==> src/rtl/fir_pkg.sv <==
// fir_pkg: shared types, default widths and result formatting
// for the time-multiplexed streaming FIR core.
package fir_pkg;

  typedef enum logic [1:0] {
    IDLE,
    MAC,
    OUT
  } state_t;

  localparam int FIR_DATA_W    = 16;
  localparam int FIR_COEF_W    = 16;
  localparam int FIR_TAPS      = 16;
  localparam int FIR_ACC_W     = 40;
  localparam int FIR_OUT_SHIFT = 15;

  // Smallest accumulator that cannot overflow over a full pass.
  function automatic int min_acc_w(
    input int dw,
    input int cw,
    input int taps
  );
    return dw + cw + $clog2(taps);
  endfunction

  function automatic logic signed [63:0] res_max(input int dw);
    return (64'sd1 <<< (dw - 1)) - 64'sd1;
  endfunction

  function automatic logic signed [63:0] res_min(input int dw);
    return -(64'sd1 <<< (dw - 1));
  endfunction

  // Clamp to the dw-bit signed range when sat is set; otherwise
  // pass through and let the caller wrap by truncation.
  function automatic logic signed [63:0] fmt_res(
    input logic signed [63:0] v,
    input int                 dw,
    input logic               sat
  );
    if (sat && (v > res_max(dw))) return res_max(dw);
    if (sat && (v < res_min(dw))) return res_min(dw);
    return v;
  endfunction

  function automatic logic is_clip(
    input logic signed [63:0] v,
    input int                 dw
  );
    return (v > res_max(dw)) || (v < res_min(dw));
  endfunction

endpackage

==> src/rtl/fir_mac.sv <==
// fir_mac: full-precision signed multiply feeding a registered
// accumulator with synchronous clear and enable.
module fir_mac
  import fir_pkg::*;
#(
  parameter int DATA_W = FIR_DATA_W,
  parameter int COEF_W = FIR_COEF_W,
  parameter int ACC_W  = FIR_ACC_W
) (
  input  logic                     clk,
  input  logic                     rst_n,
  input  logic                     clr,
  input  logic                     en,
  input  logic signed [DATA_W-1:0] a,
  input  logic signed [COEF_W-1:0] b,
  output logic signed [ACC_W-1:0]  acc
);

  localparam int PW = DATA_W + COEF_W;

  logic signed [PW-1:0]    prod;
  logic signed [ACC_W-1:0] prod_x;

  assign prod   = PW'(a) * PW'(b);
  assign prod_x = {{(ACC_W - PW){prod[PW-1]}}, prod};

  // Accumulate one product per enabled cycle; clear wins.
  always_ff @(posedge clk or negedge rst_n) begin
    if (!rst_n) begin
      acc <= '0;
    end else if (clr) begin
      acc <= '0;
    end else if (en) begin
      acc <= acc + prod_x;
    end
  end

endmodule

==> src/rtl/fir_stream_core.sv <==
// fir_stream_core: streaming FIR, one MAC per cycle over a circular
// history. Define FIR_SAT_EN for saturating output and sat_flag.
module fir_stream_core
  import fir_pkg::*;
#(
  parameter int DATA_W    = FIR_DATA_W,
  parameter int COEF_W    = FIR_COEF_W,
  parameter int TAPS      = FIR_TAPS,
  parameter int ACC_W     = FIR_ACC_W,
  parameter int OUT_SHIFT = FIR_OUT_SHIFT
) (
  input  logic                       CLK_100M,
  input  logic                       RST_N,
  input  logic                       coef_we,
  input  logic [$clog2(TAPS)-1:0]    coef_addr,
  input  logic signed [COEF_W-1:0]   coef_data,
  output logic                       coef_drop,
  input  logic                       in_valid,
  output logic                       in_ready,
  input  logic signed [DATA_W-1:0]   in_data,
  output logic                       out_valid,
  input  logic                       out_ready,
  output logic signed [DATA_W-1:0]   out_data,
  output logic                       busy
`ifdef FIR_SAT_EN
  ,
  output logic                       sat_flag
`endif
);

  localparam int AW = $clog2(TAPS);
  localparam logic [AW-1:0] LAST = AW'(TAPS - 1);

`ifdef FIR_SAT_EN
  localparam logic SAT = 1'b1;
`else
  localparam logic SAT = 1'b0;
`endif

  state_t state_q, state_d;

  logic signed [COEF_W-1:0] coef [TAPS];
  logic signed [DATA_W-1:0] hist [TAPS];

  logic [AW-1:0]           wr_ptr;
  logic [AW-1:0]           k;
  logic [AW-1:0]           rd_idx;
  logic signed [ACC_W-1:0] acc;
  logic signed [63:0]      acc64;
  logic signed [63:0]      shifted;
  logic signed [63:0]      res;
  logic                    accept;
  logic                    last;
  logic                    mac_en;
  logic                    cwr;

  assign accept    = (state_q == IDLE) && in_valid && in_ready;
  assign last      = (k == LAST);
  assign mac_en    = (state_q == MAC);
  assign rd_idx    = wr_ptr - k;
  assign cwr       = coef_we && (state_q == IDLE);
  assign coef_drop = coef_we && (state_q != IDLE);
  assign busy      = (state_q != IDLE);

  assign acc64   = {{(64 - ACC_W){acc[ACC_W-1]}}, acc};
  assign shifted = acc64 >>> OUT_SHIFT;
  assign res     = fmt_res(shifted, DATA_W, SAT);

  fir_mac #(
    .DATA_W (DATA_W),
    .COEF_W (COEF_W),
    .ACC_W  (ACC_W)
  ) u_mac (
    .clk   (CLK_100M),
    .rst_n (RST_N),
    .clr   (accept),
    .en    (mac_en),
    .a     (hist[rd_idx]),
    .b     (coef[k]),
    .acc   (acc)
  );

  // State register.
  always_ff @(posedge CLK_100M or negedge RST_N) begin
    if (!RST_N) begin
      state_q <= IDLE;
    end else begin
      state_q <= state_d;
    end
  end

  // Next-state: accept -> TAPS MAC cycles -> hold result.
  always_comb begin
    state_d = state_q;
    unique case (state_q)
      IDLE:    if (accept) state_d = MAC;
      MAC:     if (last) state_d = OUT;
      OUT:     if (out_valid && out_ready) state_d = IDLE;
      default: state_d = IDLE;
    endcase
  end

  // Tap counter, write pointer and registered in_ready.
  always_ff @(posedge CLK_100M or negedge RST_N) begin
    if (!RST_N) begin
      wr_ptr   <= '0;
      k        <= '0;
      in_ready <= 1'b0;
    end else begin
      in_ready <= (state_d == IDLE);
      if (accept) begin
        k <= '0;
      end else if (state_q == MAC) begin
        k <= k + AW'(1);
        if (last) wr_ptr <= wr_ptr + AW'(1);
      end
    end
  end

  // Coefficient RAM, writable only while idle.
  always_ff @(posedge CLK_100M or negedge RST_N) begin
    if (!RST_N) begin
      for (int i = 0; i < TAPS; i++) coef[i] <= '0;
    end else if (cwr) begin
      coef[coef_addr] <= coef_data;
    end
  end

  // Sample history, newest sample lands at wr_ptr.
  always_ff @(posedge CLK_100M or negedge RST_N) begin
    if (!RST_N) begin
      for (int i = 0; i < TAPS; i++) hist[i] <= '0;
    end else if (accept) begin
      hist[wr_ptr] <= in_data;
    end
  end

  // Result register: load once on entering OUT, hold until taken.
  always_ff @(posedge CLK_100M or negedge RST_N) begin
    if (!RST_N) begin
      out_valid <= 1'b0;
      out_data  <= '0;
`ifdef FIR_SAT_EN
      sat_flag  <= 1'b0;
`endif
    end else if (state_q == OUT) begin
      if (!out_valid) begin
        out_valid <= 1'b1;
        out_data  <= DATA_W'(res);
`ifdef FIR_SAT_EN
        sat_flag  <= is_clip(shifted, DATA_W);
`endif
      end else if (out_ready) begin
        out_valid <= 1'b0;
      end
    end
  end

endmodule

==> config.mk <==
export PLATFORM = sky130hd
export DESIGN_NAME = fir_stream_core
export DESIGN_NICKNAME = d
export VERILOG_FILES = /design/src/rtl/fir_pkg.sv /design/src/rtl/fir_mac.sv /design/src/rtl/fir_stream_core.sv
export SDC_FILE = /design/constraint.sdc
export NUM_CORES = 2
export LEC_CHECK = 0
export BUFFER_PORTS_ARGS = -buffer_cell sky130_fd_sc_hd__buf_2
export CAP_MARGIN = 40
export CORE_MARGIN = 2
export CORE_UTILIZATION = 40
export CTS_BUF_LIST = sky130_fd_sc_hd__clkbuf_8
export DETAILED_ROUTE_END_ITERATION = 12
export PLACE_DENSITY = 0.59
export SYNTH_ARGS = -nofsm -noshare
export SYNTH_HDL_FRONTEND = slang
export SYNTH_SLANG_ARGS = --single-unit
==> constraint.sdc <==
create_clock -name CLK_100M -period 8.64 [get_ports CLK_100M]
set_clock_uncertainty 0.05 [all_clocks]
set_input_delay 0.432 -clock CLK_100M [delete_from_list [all_inputs] [get_ports CLK_100M]]
set_output_delay 0.432 -clock CLK_100M [all_outputs]
set_load 0.005 [all_outputs]
# ---- Yosys cells after proc, flatten, opt, wreduce, memory -nomap -nowiden
# Index checks and enable logic that the tools add are counted.
dict set report op_classes {
  n_addsub 4
  n_mul 1
  n_lt_le_gt_ge 6
  eq_ne 3
  muxes 22
  bitwise_logic 6
  reduce_logical 13
}
# op n
set op_table {}
lappend op_table {{bitwise mux 256 bit} 2}
lappend op_table {{binary-select mux 16 bit (select 4 bit)} 2}
lappend op_table {{demux 16 bit (select 4 bit)} 2}
lappend op_table {{2-to-1 mux 16 bit} 6}
lappend op_table {{2-to-1 mux 40 bit} 2}
lappend op_table {{adder 40 x 32 -> 40 bit} 1}
lappend op_table {{multiplier 16 x 16 -> 32 bit} 1}
lappend op_table {{>= comparator 5 bit (second input constant)} 4}
lappend op_table {{inverter 4 -> 5 bit} 4}
lappend op_table {{< comparator 5 x 1 -> 1 bit (second input constant)} 2}
lappend op_table {{adder 4 x 1 -> 4 bit (second input constant)} 2}
lappend op_table {{2-to-1 mux 4 bit} 2}
lappend op_table {{logical AND 1 bit} 7}
lappend op_table {{2-to-1 mux 2 bit} 3}
lappend op_table {{one-hot mux 2 bit (3 select lines)} 1}
lappend op_table {{equality test 4 bit (second input constant)} 1}
lappend op_table {{logical NOT 2 bit} 2}
lappend op_table {{nonzero test 2 bit} 2}
lappend op_table {{subtractor 4 bit} 1}
lappend op_table {{AND reduction 3 bit} 1}
lappend op_table {{equality test 2 x 1 -> 1 bit (second input constant)} 1}
lappend op_table {{equality test 2 bit (second input constant)} 1}
lappend op_table {{2-to-1 mux 1 bit} 2}
lappend op_table {{inverter 1 bit} 2}
lappend op_table {{AND reduction 2 bit} 1}
dict set report totals {
  regBits 580
  output_inout_bits 20
  word_cells 94
}

# ---- Logic depth before layout (Yosys ltp)
dict set report logic_depth {
  ltp_word 9
  ltp_mapped 36
}

# ---- By module
# Synthesis repeated with hierarchy kept, for this count alone.
dict set report unflattened {
  hier_cells 3036
  area_unflattened_um2 38789.7
}
# mod instances cells_each area_per_inst_um2 seq_area_each_um2
set by_module_without_submodules {}
lappend by_module_without_submodules {fir_stream_core 1 1533 24782.5 13513.0}
lappend by_module_without_submodules {fir_mac 1 1503 14007.2 1001.0}

# ---- Worst setup path before layout
# Ideal clock, no wire load.
dict set report synth_timing {
  path_kind {register to register}
  start {register k[1]}
  end {register u_mac.acc[29]}
  setup_ns 0.132
  t_arrival_ns 8.683
  path_slack_ns -0.225
  path_stages_with_launch 33
  synth_period_minus_slack_ns 8.865
  path_cell_list {dfrtp_1 buf_2 buf_4 buf_2 clkbuf_1 inv_1 fa_1 buf_2 buf_2 clkbuf_1 mux4_2 a211oi_1 a21oi_1 buf_2 nand2_1 fa_1 fa_1 fa_1 fa_1 inv_1 fa_1 inv_1 fa_1 inv_1 ha_1 a21o_1 a2111oi_0 o311ai_1 a41oi_1 o2111ai_1 a21oi_1 xor2_1 o21ai_1}
}
dict set report synth_between {
  elab_chain_len 9
  elab_cells_between_ends 13
  classes_between {2 x add/sub; 1 x mul; 8 x mux; 2 x bitwise}
}
# element line
set synth_rtl {}
lappend synth_rtl {{start: declaration} fir_stream_core.sv:46} ;# logic [AW-1:0] k;
lappend synth_rtl {{start signal: assignment} fir_stream_core.sv:114} ;# k <= k + AW'(1);
lappend synth_rtl {{subtractor 4 bit} fir_stream_core.sv:60} ;# assign rd_idx = wr_ptr - k;
lappend synth_rtl {{inverter 4 -> 5 bit (implied by the code)} fir_stream_core.sv:78} ;# .a (hist[rd_idx]),
lappend synth_rtl {{binary-select mux 16 bit (select 4 bit)} fir_stream_core.sv:78}
lappend synth_rtl {{2-to-1 mux 16 bit (implied by the code) (2 in a row)} fir_stream_core.sv:78}
lappend synth_rtl {{multiplier 16 x 16 -> 32 bit (*)} fir_mac.sv:24} ;# assign prod = PW'(a) * PW'(b);
lappend synth_rtl {{adder 40 x 32 -> 40 bit (*)} fir_mac.sv:34} ;# acc <= acc + prod_x;
lappend synth_rtl {{2-to-1 mux 40 bit (*)} fir_mac.sv:33} ;# end else if (en) begin
lappend synth_rtl {{2-to-1 mux 40 bit (*)} fir_mac.sv:31} ;# end else if (clr) begin
lappend synth_rtl {{end signal: assignment} fir_mac.sv:34}
lappend synth_rtl {{end: declaration} fir_mac.sv:16} ;# output logic signed [ACC_W-1:0] acc
# Every way passes the cells marked *; elsewhere a longest branch is shown, timed or not. The select of a mux whose other input is x is not followed.
# A chain may end at the register's enable or synchronous reset.

# ---- Worst setup path in the final report
dict set report layout_timing {
  start {register wr_ptr[0]}
  end {register u_mac.acc[29]}
}
dict set report layout_between {
  elab_chain_len 9
}
# element line
set layout_rtl {}
lappend layout_rtl {{start: declaration} fir_stream_core.sv:45} ;# logic [AW-1:0] wr_ptr;
lappend layout_rtl {{start signal: assignment} fir_stream_core.sv:115} ;# if (last) wr_ptr <= wr_ptr + AW'(1);
lappend layout_rtl {{subtractor 4 bit} fir_stream_core.sv:60}
lappend layout_rtl {{inverter 4 -> 5 bit (implied by the code)} fir_stream_core.sv:78}
lappend layout_rtl {{binary-select mux 16 bit (select 4 bit)} fir_stream_core.sv:78}
lappend layout_rtl {{2-to-1 mux 16 bit (implied by the code) (2 in a row)} fir_stream_core.sv:78}
lappend layout_rtl {{multiplier 16 x 16 -> 32 bit} fir_mac.sv:24}
lappend layout_rtl {{adder 40 x 32 -> 40 bit} fir_mac.sv:34}
lappend layout_rtl {{2-to-1 mux 40 bit} fir_mac.sv:33}
lappend layout_rtl {{2-to-1 mux 40 bit} fir_mac.sv:31}
# Every way passes these cells. The select of a mux whose other input is x is not followed.

==> report_table.html <==
<table>
<tr><th>Metric</th><th>Value</th></tr>
<tr><th colspan="2">Outcome</th></tr>
<tr><td>Run status</td><td>complete, no violations</td></tr>
<tr><th colspan="2">Detailed routing</th></tr>
<tr><td>Total wirelength of the detailed-routed design</td><td>88.9 mm</td></tr>
<tr><td>Post-detailed-route DRC marker count</td><td>0</td></tr>
<tr><td>First-pass iteration count of the detailed router</td><td>5</td></tr>
<tr><td>Detail Route Antenna Nets</td><td>0</td></tr>
<tr><td>Post-DR vias/cell</td><td>5.26</td></tr>
<tr><td>Post-detailed-route wirelength per cell</td><td>21.6 um</td></tr>
<tr><td>Detailed router's first-iteration violation count</td><td>1127</td></tr>
<tr><td>Number of vias after detailed routing</td><td>21700</td></tr>
<tr><th colspan="2">Worst setup path</th></tr>
<tr><td>Worst-path cell with the longest stage delay</td><td>fa_2</td></tr>
<tr><td>Data arrival time of the worst path</td><td>8.89 ns</td></tr>
<tr><td>Maximum net fanout on the critical path</td><td>15</td></tr>
<tr><td>Category of the worst setup path launch point</td><td>flip-flop</td></tr>
<tr><td>Timing startpoint of the critical path</td><td>wr_ptr[0]$_DFFE_PN0P_</td></tr>
<tr><td>Crit path capture type</td><td>flip-flop</td></tr>
<tr><td>Flop2flop setup slack</td><td>0.32 ns</td></tr>
<tr><td>R2r worst-path depth</td><td>32</td></tr>
<tr><td>Startpoint-to-endpoint class of the critical path</td><td>flip-flop to flip-flop</td></tr>
<tr><td>Worst flop-to-flop path endpoint</td><td>u_mac.acc[29]$_DFFE_PN0P_</td></tr>
<tr><td>WP data required</td><td>9.21 ns</td></tr>
<tr><td>Slowest cell delay on critical path</td><td>0.60 ns</td></tr>
<tr><td>Launching point of the worst reg2reg path</td><td>wr_ptr[0]$_DFFE_PN0P_</td></tr>
<tr><td>CP endpoint</td><td>u_mac.acc[29]$_DFFE_PN0P_</td></tr>
<tr><th colspan="2">Clock tree</th></tr>
<tr><td>Longest Clk Path Bufs</td><td>3</td></tr>
<tr><td>Clock latency at the later pin of the worst-skew pair</td><td>0.72 ns</td></tr>
<tr><td>Clock transition at the register clock pins on the worst setup and hold paths after CTS</td><td>0.06 ns</td></tr>
<tr><td>Root buffer cell</td><td>clkbuf_8</td></tr>
<tr><td>Clock buffer count from CTS</td><td>98</td></tr>
<tr><td>CTS sink cnt</td><td>571</td></tr>
<tr><td>CTS tree</td><td>yes</td></tr>
<tr><td>Htree depth</td><td>3</td></tr>
<tr><th colspan="2">STA</th></tr>
<tr><td>Max-slew violation count</td><td>0</td></tr>
<tr><td>Share of the clock period used by the worst path</td><td>96.2%</td></tr>
<tr><td>RSZ-0062 raised after global routing</td><td>no</td></tr>
<tr><td>Final total negative setup slack</td><td>0 ns</td></tr>
<tr><td>Minimum period implied by the final worst setup slack</td><td>8.32 ns</td></tr>
<tr><td>Slew at the pin with the worst max-slew slack</td><td>1.00 ns</td></tr>
<tr><td>Max Clk Rate</td><td>120 MHz</td></tr>
<tr><td>Hold Fails Final Rpt</td><td>0</td></tr>
<tr><td>Max_slew headroom</td><td>33.1%</td></tr>
<tr><td>Number of endpoints failing setup at the final stage</td><td>0</td></tr>
<tr><th colspan="2">Logic synthesis</th></tr>
<tr><td>Syn_area_per_cell</td><td>13.1 um2</td></tr>
<tr><td>Portion of the post-synthesis area used by sequential elements</td><td>39.5%</td></tr>
<tr><td>Number of distinct standard cells referenced by the synthesized netlist</td><td>60</td></tr>
<tr><td>Async set-reset flop share out of synthesis</td><td>100%</td></tr>
<tr><td>Primary flip-flop cell chosen by synthesis mapping</td><td>dfrtp_1</td></tr>
<tr><td>Mapped cell area</td><td>36200 um2</td></tr>
<tr><td>Syn. warnings</td><td>0</td></tr>
<tr><td>Synth Instances</td><td>2759</td></tr>
<tr><td>Net Count, Synth</td><td>3189</td></tr>
<tr><td>Number of register bits inferred by synthesis</td><td>571</td></tr>
<tr><td>Number of enable-type register cells in the synthesized netlist</td><td>0</td></tr>
<tr><th colspan="2">Floorplanning</th></tr>
<tr><td>Core area</td><td>89900 um2</td></tr>
<tr><td>Die H</td><td>305 um</td></tr>
<tr><td>Die ar.</td><td>92800 um2</td></tr>
<tr><td>Count of standard-cell rows</td><td>110</td></tr>
<tr><td>Starting utilization of the core area</td><td>40.2%</td></tr>
<tr><td>IO Count</td><td>61</td></tr>
<tr><td>Chip Width</td><td>305 um</td></tr>
<tr><th colspan="2">Cells and area</th></tr>
<tr><td>Area overhead of the layout relative to synthesis</td><td>11.8%</td></tr>
<tr><td>Commonest non-fill, non-tap cell in the layout</td><td>dfrtp_1</td></tr>
<tr><td>Fin nets</td><td>3299</td></tr>
<tr><td>Most frequent cells in the layout</td><td>569 x dfrtp_1, 497 x mux2_2, 365 x inv_1, 284 x fa_1, 157 x nand2_1</td></tr>
<tr><td>Proportion of layout cells with a drive suffix above 1</td><td>32.8%</td></tr>
<tr><th colspan="2">Placement</th></tr>
<tr><td>Detailed placement HPWL</td><td>60.3 mm</td></tr>
<tr><td>Global placement routability congestion</td><td>0.859</td></tr>
<tr><td>Total of buffers placed on input and output ports</td><td>60</td></tr>
<tr><th colspan="2">Worst hold path</th></tr>
<tr><td>Worst hold path stage count</td><td>2</td></tr>
<tr><td>Worst min-delay path class</td><td>input port to flip-flop</td></tr>
<tr><th colspan="2">Global routing</th></tr>
<tr><td>Wire length of the first global-routing pass</td><td>142 mm</td></tr>
<tr><td>Antenna violations before repair</td><td>10</td></tr>
<tr><td>Vias in the first global route</td><td>24300</td></tr>
<tr><td>Overall routing resource usage</td><td>19.7%</td></tr>
<tr><td>Largest net degree at the start of global routing</td><td>192</td></tr>
<tr><td>Overflow left after global routing</td><td>0</td></tr>
<tr><th colspan="2">Run</th></tr>
<tr><td>MaxCap Viol Count</td><td>0</td></tr>
</table>
==> logic make-up after synthesis <==
| logic type | synth area share [%] |
|---|---|
| and+or+nand+nor | 5.51 |
| buffers and inverters | 5.51 |
| muxes | 26.5 |
| xor gates and xnor gates | 1.23 |
| adders and majority gates | 19.4 |
| AOI/OAI and AO/OA | 2.37 |
| DFF | 39.5 |
==> layout make-up <==
class                           count  area, um2
Antenna cell                        2       5.00
Clock buffer                      121       1670
Clock inverter                     56        408
Fill cell                        8069      49400
Inverter                          335       1260
Multi-Input combinational cell   1696      20000
Sequential cell                   571      14300
Tap cell                         1176       1470
Timing Repair Buffer              167       1340
==> per-layer routing <==
| layer | part of all wire [%] | track usage, % |
|---|---|---|
| met4 | 2.2 | 5.64 |
| met2 | 48 | 32.5 |
| met5 | 0.082 | 0 |
| met3 | 4.5 | 3.16 |
| met1 | 45 | 27.1 |
==> cells in the mapped netlist, types with 10 or more instances <==
library cell | number | area share [%]
a211oi_1 | 13 | 0.27
a21o_1 | 16 | 0.33
a21oi_1 | 27 | 0.37
and2_1 | 23 | 0.40
buf_2 | 46 | 0.64
buf_4 | 10 | 0.21
clkbuf_1 | 91 | 0.94
dfrtp_1 | 571 | 40
fa_1 | 286 | 16
ha_1 | 103 | 3.6
inv_1 | 333 | 3.5
mux2_1 | 42 | 1.3
mux2_2 | 497 | 15
mux2i_1 | 34 | 0.94
mux4_2 | 130 | 8.1
nand2_1 | 157 | 1.6
nand2b_1 | 29 | 0.50
nand3_1 | 19 | 0.26
nor2_1 | 72 | 0.75
nor2b_1 | 80 | 1.4
o21ai_0 | 14 | 0.19
o22ai_1 | 16 | 0.28
xnor2_1 | 28 | 0.68
xor2_1 | 20 | 0.48
==> metrics by stage <==
stage | cell area, um2 | hold slack, ns | util, % | setup WS [ns] | instances
after floorplan | 36200 | 0.0864 | - | 0.0754 | 2759
after global placement | 38100 | 0.412 | 42.3 | 0.108 | 3924
after detailed placement | 38200 | 0.421 | 42.5 | 0.125 | 3931
after CTS | 40300 | 0.00874 | 44.9 | 0.183 | 4110
after global routing | 40400 | 0.0651 | 45.0 | 0.0140 | 4124
final | 40400 | 0.0706 | 45.0 | 0.324 | 4124
==> sequential cells by signal, summed over array words and instances (netlist names) <==
register and cells:
state_q 2, u_mac.acc 31, k 4, in_ready 1, out_data 16, coef 256, out_valid 1, wr_ptr 4
hist 256
==> critical path: cells and delay by family (launching register included) <==
kind                     cells  cell delay [ns]
AND/OR/NAND/NOR              2             0.30
flip-flops                   1             0.41
multiplexers                 1             0.29
XOR/XNOR                     1             0.16
buffers and inverters       10             1.18
AO/OA/AOI/OAI                9             1.81
adder cells (fa/ha/maj)      9             4.04
==> worst min-delay path by stage <==
stage                           from               endpoint  slack, ns
6_report               coef_data[14]  coef[174]$_DFFE_PN0P_       0.07
5_1_grt                coef_data[11]  coef[171]$_DFFE_PN0P_       0.07
4_1_cts                coef_data[14]  coef[174]$_DFFE_PN0P_      0.009
3_5_place_dp   coef[190]$_DFFE_PN0P_  coef[190]$_DFFE_PN0P_       0.42
3_3_place_gp   coef[173]$_DFFE_PN0P_  coef[173]$_DFFE_PN0P_       0.41
2_1_floorplan                  RST_N    coef[0]$_DFFE_PN0P_       0.09
==> repair_timing <==
action                                 CTS  global route
setup endpoints to repair                0             9
setup buffers                            0            11
endpoints found under the hold margin   94             0
resized for setup                        0             5
hold buffers                             2             0
Power is left out: the tool's default activity adds up to more than one toggle a clock period on the data nets, which glitch-free logic cannot reach.
